===== config.mk =====
export PLATFORM = sky130hd
export DESIGN_NAME = add_shift_add_pipe
export DESIGN_NICKNAME = d
export VERILOG_FILES = /design/src/rtl/add_shift_add_pipe.sv
export SDC_FILE = /design/constraint.sdc
export NUM_CORES = 1
export LEC_CHECK = 0
export BUFFER_PORTS_ARGS = -buffer_cell sky130_fd_sc_hd__buf_2
export CAP_MARGIN = 20
export CORE_AREA = 10 10 181 183
export DETAILED_ROUTE_END_ITERATION = 8
export DIE_AREA = 0 0 191 193
export GPL_TIMING_DRIVEN = 0
export PLACE_DENSITY_LB_ADDON = 0.08
export SYNTH_ARGS = -nofsm -noshare
export SYNTH_HDL_FRONTEND = slang
export SYNTH_SLANG_ARGS = --single-unit

===== constraint.sdc =====
create_clock -name clk -period 5.2 [get_ports clk]
set_input_delay 0.78 -clock clk [delete_from_list [all_inputs] [get_ports clk]]
set_output_delay 0.78 -clock clk [all_outputs]
set_load 0.03 [all_outputs]

===== src/rtl/add_shift_add_pipe.sv =====
// rtl/add_shift_add_pipe.sv - streaming 3-stage Q = ((A+B) << SHIFT) + C with valid/ready flow control
// Optional build macro: ADD_SHIFT_SAT_EN (saturate q to all ones and flag ovf when the result exceeds OW bits)
module add_shift_add_pipe #(
    parameter int W     = 32,
    parameter int SHIFT = 2,
    parameter int OW    = 36,
    parameter int CNTW  = 16
) (
    input  logic            clk,
    input  logic            rst_n,
    input  logic            in_valid,
    output logic            in_ready,
    input  logic [W-1:0]    a_in,
    input  logic [W-1:0]    b_in,
    input  logic [W-1:0]    c_in,
    output logic            out_valid,
    input  logic            out_ready,
    output logic [OW-1:0]   q,
    output logic            ovf,
    output logic [CNTW-1:0] out_count
);

    localparam int FW  = W + SHIFT + 2;
    localparam int S1W = W + 1 + SHIFT;

    logic            v0_q, v0_d, v1_q, v1_d, v2_q, v2_d;
    logic [W-1:0]    a0_q, a0_d, b0_q, b0_d, c0_q, c0_d;
    logic [S1W-1:0]  s1_q, s1_d;
    logic [W-1:0]    c1_q, c1_d;
    logic [OW-1:0]   q_q, q_d;
    logic            ovf_q, ovf_d;
    logic [CNTW-1:0] cnt_q, cnt_d;

    logic            rdy0, rdy1, rdy2;
    logic [W:0]      sum_ab;
    logic [S1W-1:0]  s1_w;
    logic [FW-1:0]   full_w;
    logic [OW-1:0]   q_red;
    logic            ovf_red;

    // A stage may load whenever it is empty or its contents move on this cycle
    always_comb begin
        rdy2 = !v2_q || out_ready;
        rdy1 = !v1_q || rdy2;
        rdy0 = !v0_q || rdy1;
    end

    assign in_ready  = rdy0;
    assign out_valid = v2_q;
    assign q         = q_q;
    assign ovf       = ovf_q;
    assign out_count = cnt_q;

    // Arithmetic of stages 1 and 2; widths are chosen so no carry is ever dropped
    always_comb begin
        sum_ab = {1'b0, a0_q} + {1'b0, b0_q};
        s1_w   = S1W'(sum_ab) << SHIFT;
        full_w = FW'(s1_q) + FW'(c1_q);
    end

    // Reduce the full-precision result to the output width
    generate
        if (OW == FW) begin : g_exact
            assign q_red   = full_w;
            assign ovf_red = 1'b0;
        end else begin : g_reduce
            logic unused_hi;
            assign unused_hi = ^full_w[FW-1:OW];
`ifdef ADD_SHIFT_SAT_EN
            assign ovf_red = |full_w[FW-1:OW];
            assign q_red   = ovf_red ? {OW{1'b1}} : full_w[OW-1:0];
`else
            assign ovf_red = 1'b0;
            assign q_red   = full_w[OW-1:0];
`endif
        end
    endgenerate

    // Next-state for every stage: advance on ready, collapse bubbles, count output handshakes
    always_comb begin
        v0_d  = v0_q;
        a0_d  = a0_q;
        b0_d  = b0_q;
        c0_d  = c0_q;
        v1_d  = v1_q;
        s1_d  = s1_q;
        c1_d  = c1_q;
        v2_d  = v2_q;
        q_d   = q_q;
        ovf_d = ovf_q;
        cnt_d = cnt_q;

        if (rdy0) begin
            v0_d = in_valid;
            if (in_valid) begin
                a0_d = a_in;
                b0_d = b_in;
                c0_d = c_in;
            end
        end

        if (rdy1) begin
            v1_d = v0_q;
            if (v0_q) begin
                s1_d = s1_w;
                c1_d = c0_q;
            end
        end

        if (rdy2) begin
            v2_d = v1_q;
            if (v1_q) begin
                q_d   = q_red;
                ovf_d = ovf_red;
            end
        end

        if (v2_q && out_ready) begin
            cnt_d = cnt_q + 1'b1;
        end
    end

    // Pipeline registers, cleared asynchronously so in-flight triples are discarded on reset
    always_ff @(posedge clk or negedge rst_n) begin
        if (!rst_n) begin
            v0_q  <= 1'b0;
            v1_q  <= 1'b0;
            v2_q  <= 1'b0;
            a0_q  <= '0;
            b0_q  <= '0;
            c0_q  <= '0;
            s1_q  <= '0;
            c1_q  <= '0;
            q_q   <= '0;
            ovf_q <= 1'b0;
            cnt_q <= '0;
        end else begin
            v0_q  <= v0_d;
            v1_q  <= v1_d;
            v2_q  <= v2_d;
            a0_q  <= a0_d;
            b0_q  <= b0_d;
            c0_q  <= c0_d;
            s1_q  <= s1_d;
            c1_q  <= c1_d;
            q_q   <= q_d;
            ovf_q <= ovf_d;
            cnt_q <= cnt_d;
        end
    end

endmodule


==> results.json, run 1 <==
{
  "status": "complete, no violations",
  "ys_seq_area_share_pct": 48.1,
  "cts_max_path_buffers": 3,
  "worstPathCellList": "ha_1 -> fa_1 -> a21oi_1 -> o21ai_0 -> a21oi_1 -> o211ai_1 -> a211oi_1 -> o21bai_1 -> xnor2_1 -> o21ai_0",
  "place_congestion": 0.898,
  "cts_tree": "yes",
  "vdd_drop_max_mv": 0.243,
  "die_h_um": 193,
  "finalSetupViolCount": 0,
  "clock_sink_count": 216,
  "cts_resized": 0,
  "wire_per_inst_um": 17.1,
  "synthFlopType": "dfrtp_1",
  "clock.fmax_mhz": 310,
  "clk_pin_slew_ns": 0.06,
  "pre_cts_slack_ns": 1.51,
  "slew_headroom_pct": 44.3,
  "drtAntennaViolNets": 0,
  "r2r_slack_ns": 1.97,
  "finalClockSkew_ns": 0.0117,
  "fin_crit_ns": 3.23,
  "avgViaCountPerCell": 5.03,
  "drive_gt1_share_pct": 23.1,
  "fin_crit_sh_pct": 62.1,
  "htreeDepth": 1,
  "whs_ns": 0.168,
  "final_nets": 1457,
  "crit_required_ns": 5.59,
  "grt_use_total_pct": 15.8,
  "vias": 8549,
  "r2r_cells": 10,
  "numCtsBuffers": 25,
  "synth.avg_cell_area_um2": 10.1,
  "synth_nets": 1275,
  "drc": 0,
  "core_area_mm2": 0.0292,
  "ys_types": 52,
  "p_leak_nw": 6.32,
  "async_reset_ff_share_pct": 100,
  "cp_slowest_cell": "a211oi_1",
  "nFillCells": 2916,
  "grt_start_max_net_pins": 93,
  "fin_util_pct": 45.8,
  "reg2reg_to": "s1_q[28]$_DFFE_PN0P_",
  "final_common_cell": "nand2_1",
  "port_buffers": 153,
  "pin_count": 155,
  "report.final.slew_viol_count": 0,
  "r2r_start": "a0_q[0]$_DFFE_PN0P_",
  "insertion_delay_ns": 0.52,
  "cts_setup_buffers": 0,
  "max_cap_violations": 0,
  "root_buffer": "clkbuf_16",
  "rsz0062_at_grt": "no",
  "end_kind": "flop",
  "final_cell_mix": "nand2_1, dfrtp_1, buf_2",
  "path_class": "reg2reg",
  "wl_um": 29200,
  "postCtsHoldBufs": 0,
  "p_per_area_mw_per_mm2": 546,
  "initial_core_util_pct": 38.4,
  "drt_iter0_drc": 429,
  "area_growth_pct": 19.2,
  "arrival_ns": 3.62,
  "syn_inst": 1110,
  "grt_pass1_wl_um": 47300,
  "dr.pass1.iters": 4,
  "hold_viol_final": 0,
  "synth-edff-count": 0,
  "critPathMaxFanout": 5,
  "overflow": 0,
  "dp_hpwl_um": 22900,
  "fp-row-count": 63,
  "synth_area_mm2": 0.0112,
  "hold_path.class": "in2async",
  "synth-warning-count": 0,
  "grt_pass1_vias": 8858,
  "critPathLaunchType": "flop",
  "worstMarginPinSlew_ns": 0.836,
  "fp.dieW_um": 191,
  "dieArea_mm2": 0.0369,
  "ys_ff_latch": 216,
  "setup_slack_ns": 1.97,
  "cpPeakStageDelay_ns": 0.66,
  "antenna_found_initial": 3
}
-- metrics by stage --
step,setup TNS [ns],area [um2],total power [mW],cells
5_1_grt,0,13400,7.90,1700
4_1_cts,0,13400,7.40,1700
3_5_place_dp,0,12600,5.58,1655
2_1_floorplan,0,11200,4.66,1110
6_report,0,13400,7.31,1701
3_3_place_gp,-124.08,12500,5.55,1653
-- final cells by class --
type	instances	area (um2)	area share, %
multi-input cells	822	5550	41.4
flip-flops and latches	216	5410	40.3
repair buffers	155	831	6.20
clock buffers	31	688	5.14
well taps	390	488	3.64
plain buffers	51	201	1.50
clock inverters	14	150	1.12
inverters	21	78.8	0.588
diodes	1	2.50	0.0187
-- sequential cells by signal (all words and copies together), names as in the netlist --
register	count
a0_q	32
b0_q	32
c0_q	32
c1_q	32
out_count	16
out_valid	1
q	36
s1_q	33
v0_q	1
v1_q	1
-- cell families after synthesis --
| kind of cell | share of synthesized area [%] |
|---|---|
| compound gates | 13.7 |
| xor+xnor | 5.46 |
| fa+ha+maj | 7.37 |
| buf+inv | 2.49 |
| flops | 48.1 |
| mux | 9.72 |
| other cells | 0.0334 |
| simple gates | 13.1 |
-- routing by layer --
layer	up-vias	wire [um]	track usage, %
li1	4286	-	-
met1	4033	14100	21.9
met2	178	12600	24.3
met3	48	1760	3.69
met4	4	636	4.30
met5	-	25	0
-- worst max-delay path by stage --
| stage | end | from | slack [ns] | cells after the start |
|---|---|---|---|---|
| after detailed placement | c0_q[23]$_DFFE_PN0P_ | out_ready | 1.51 | 7 |
| final | s1_q[28]$_DFFE_PN0P_ | a0_q[0]$_DFFE_PN0P_ | 1.97 | 10 |
| after CTS | c0_q[23]$_DFFE_PN0P_ | out_valid$_DFFE_PN0P_ | 1.94 | 6 |
| after global routing | s1_q[28]$_DFFE_PN0P_ | a0_q[0]$_DFFE_PN0P_ | 1.63 | 10 |
| after global placement | b0_q[25]$_DFFE_PN0P_ | rst_n | -0.60 | 1 |
| after floorplan | b0_q[0]$_DFFE_PN0P_ | out_ready | 2.55 | 6 |
-- where the power goes --
group	switching (mW)	internal, mW
clock network	0.692	1.08
logic	1.89	1.18
registers	0.327	2.13
total	2.91	4.40
-- Yosys cell counts, drive strengths merged, types with 3 or more instances --
cell     number  area share (%)
nand4        24             1.3
o21bai       11            0.73
o31a          4            0.31
a211oi        8            0.53
a2111oi       3            0.23
a31oi         7            0.39
o31ai         4            0.27
o21a          8            0.53
a21o         34             2.3
o211ai        7            0.47
and2          5            0.28
nor2b         4            0.22
a21oi        60             2.7
nand3        24             1.1
mux2         97             9.7
dfrtp       216              48
xor2         28             2.2
xnor2        42             3.3
nand2b        6            0.33
and4          3            0.23
nor3          5            0.22
ha           63             7.0
inv          21            0.70
clkbuf       40             1.3
o21ai        88             3.9
buf          11            0.45
and3          8            0.45
nor4          5            0.41
nand2       220             7.3
nor2         30             1.0
-- worst max-delay path: cells and delay by family (launching register included) --
kind,cells,cell delay [ns]
AOI/OAI and AO/OA,7,1.85
DFF,1,0.38
xor gates and xnor gates,1,0.23
adders and majority gates,2,0.63
(Power assumes the default switching activity.)
==> run 2, diff against run 1 <==
==> constraint.sdc (replaced) <==
create_clock -name clk -period 2.95 [get_ports clk]
set_input_delay 0.4425 -clock clk [delete_from_list [all_inputs] [get_ports clk]]
set_output_delay 0.4425 -clock clk [all_outputs]
set_load 0.03 [all_outputs]
==> results.json, run 2 (synthesized netlist as in run 1, its figures left out) <==
{
  "status": "complete, no violations",
  "p_comb_share_pct": 42.6,
  "dr.pass1.iters": 4,
  "drc": 0,
  "cts_tree": "yes",
  "grt_start_max_net_pins": 93,
  "avgViaCountPerCell": 5.03,
  "largest_reg_flops": 36,
  "p_int_mw": 7.82,
  "grt_pass1_vias": 8867,
  "report.final.slew_viol_count": 0,
  "hold_viol_final": 0,
  "area_growth_pct": 20.3,
  "slew_headroom_pct": 44.2,
  "fin_crit_sh_pct": 93.7,
  "drt_iter0_drc": 421,
  "fin_crit_ns": 2.76,
  "dieArea_mm2": 0.0369,
  "grt_pass1_wl_um": 47300,
  "wire_per_inst_um": 17.1,
  "p_clk_share_pct": 24.0,
  "numCtsBuffers": 25,
  "htreeDepth": 1,
  "worstMarginPinSlew_ns": 0.837,
  "critPathMaxFanout": 6,
  "holdPathStages": 2,
  "port_buffers": 153,
  "r2r_cells": 9,
  "core_area_mm2": 0.0292,
  "seqPwrFrac_pct": 33.4,
  "grt_use_total_pct": 15.8,
  "drtAntennaViolNets": 0,
  "whs_ns": 0.147,
  "setup_tns_ns": 0,
  "dp_hpwl_um": 22900,
  "cts_max_path_buffers": 3,
  "clk_pin_slew_ns": 0.06,
  "arrival_ns": 3.21,
  "clock_sink_count": 216,
  "wl_um": 29200,
  "path_class": "reg2reg",
  "vdd_drop_max_mv": 0.428,
  "drive_gt1_share_pct": 24.4,
  "die_h_um": 193,
  "insertion_delay_ns": 0.52,
  "final_nets": 1462,
  "hold_path.class": "in2reg",
  "critPathLaunchType": "flop",
  "end_kind": "flop",
  "place_congestion": 0.898,
  "final_cell_mix": "nand2_1, dfrtp_1, buf_2",
  "pin_count": 155,
  "finalSetupViolCount": 0,
  "overflow": 0,
  "crit_required_ns": 3.40,
  "rsz0062_at_grt": "no",
  "vias": 8576,
  "final_common_cell": "nand2_1",
  "swShare_pct": 39.9,
  "fp.dieW_um": 191,
  "netSwitchingPower_mw": 5.19,
  "root_buffer": "clkbuf_16",
  "initial_core_util_pct": 38.4,
  "fp-row-count": 63,
  "p_per_area_mw_per_mm2": 963,
  "antenna_found_initial": 3,
  "clock.fmax_mhz": 362,
  "p_leak_nw": 6.37,
  "finalClockSkew_ns": 0.0119,
  "max_cap_violations": 0
}
run 2: cell count changes in the layout (fill, tap and decap cells not counted), sizes merged:
| cell | previous run | this run |
|---|---|---|
| clkdlybuf4s15 | 0 | 1 |
| dlygate4sd3 | 0 | 1 |
| buf | 166 | 169 |
run 2: worst paths after layout:
| check | slack (ns) | start | end |
|---|---|---|---|
| worst max-delay path | 0.19 | a0_q[8]$_DFFE_PN0P_ | s1_q[31]$_DFFE_PN0P_ |
| worst min-delay path | 0.15 | b_in[17] | b0_q[17]$_DFFE_PN0P_ |
| worst max register to register | 0.19 | a0_q[8]$_DFFE_PN0P_ | s1_q[31]$_DFFE_PN0P_ |
| worst min register to register | 0.46 | c0_q[17]$_DFFE_PN0P_ | c1_q[17]$_DFFE_PN0P_ |
| max in group asynchronous | 1.69 | rst_n | c0_q[25]$_DFFE_PN0P_ |
| min in group asynchronous | 0.43 | rst_n | c0_q[4]$_DFFE_PN0P_ |
run 2: repair_timing:
action | 4_1_cts | 5_1_grt
gates resized for setup | 7 | 16
buffers inserted | 1 | 3
hold endpoints to repair | 52 | 0
pin swaps | 1 | 5
setup endpoints to repair | 47 | 40
hold buffers | 1 | 0
run 2: worst max-delay path, stage by stage (launching register included):
cell and delay [ns]:
dfrtp_1 0.38, ha_1 0.41, a21oi_1 0.10, o21ai_0 0.26
a31oi_1 0.16, a2bb2oi_1 0.18, o31a_1 0.37, o31a_1 0.31
or4_1 0.41, nand3_1 0.10
run 2: power by group through the flow:
stage / Clock [mW] / Sequential (mW) / Combinational, mW
floorplan: 0 / 4.72 / 3.49
global placement: 0 / 4.37 / 5.40
detailed placement: 0 / 4.39 / 5.44
CTS: 3.23 / 4.35 / 5.51
global route: 3.36 / 4.45 / 6.24
finish: 3.13 / 4.34 / 5.54
run 2: metrics by stage:
stage	std cells	util (%)	worst slack, ns	cell area, um2	power, mW
2_1_floorplan	1110	-	0.447	11200	8.21
3_3_place_gp	1653	42.7	-2.51	12500	9.78
3_5_place_dp	1655	42.9	-0.407	12600	9.83
4_1_cts	1702	46.0	0.00124	13400	13.1
5_1_grt	1705	46.2	0.00117	13500	14.0
6_report	1706	46.2	0.186	13500	13.0
run 2: area by class of cell:
| cell class | instances | area, um2 |
|---|---|---|
| multi-input cells | 822 | 5620 |
| well taps | 390 | 488 |
| diodes | 1 | 2.50 |
| clock inverters | 14 | 150 |
| fillers | 2906 | 15700 |
| plain buffers | 51 | 214 |
| flip-flops and latches | 216 | 5410 |
| inverters | 21 | 78.8 |
| repair buffers | 160 | 871 |
| clock buffers | 31 | 688 |
run 2: routing by layer:
metal  vias to the layer above  GRT usage, %  routed length, um
li1                       4291             -                  -
met1                      4053          21.9              14000
met2                       181          24.5              12700
met3                        47          3.69               1900
met4                         4          4.30                632
met5                         -             0                 25
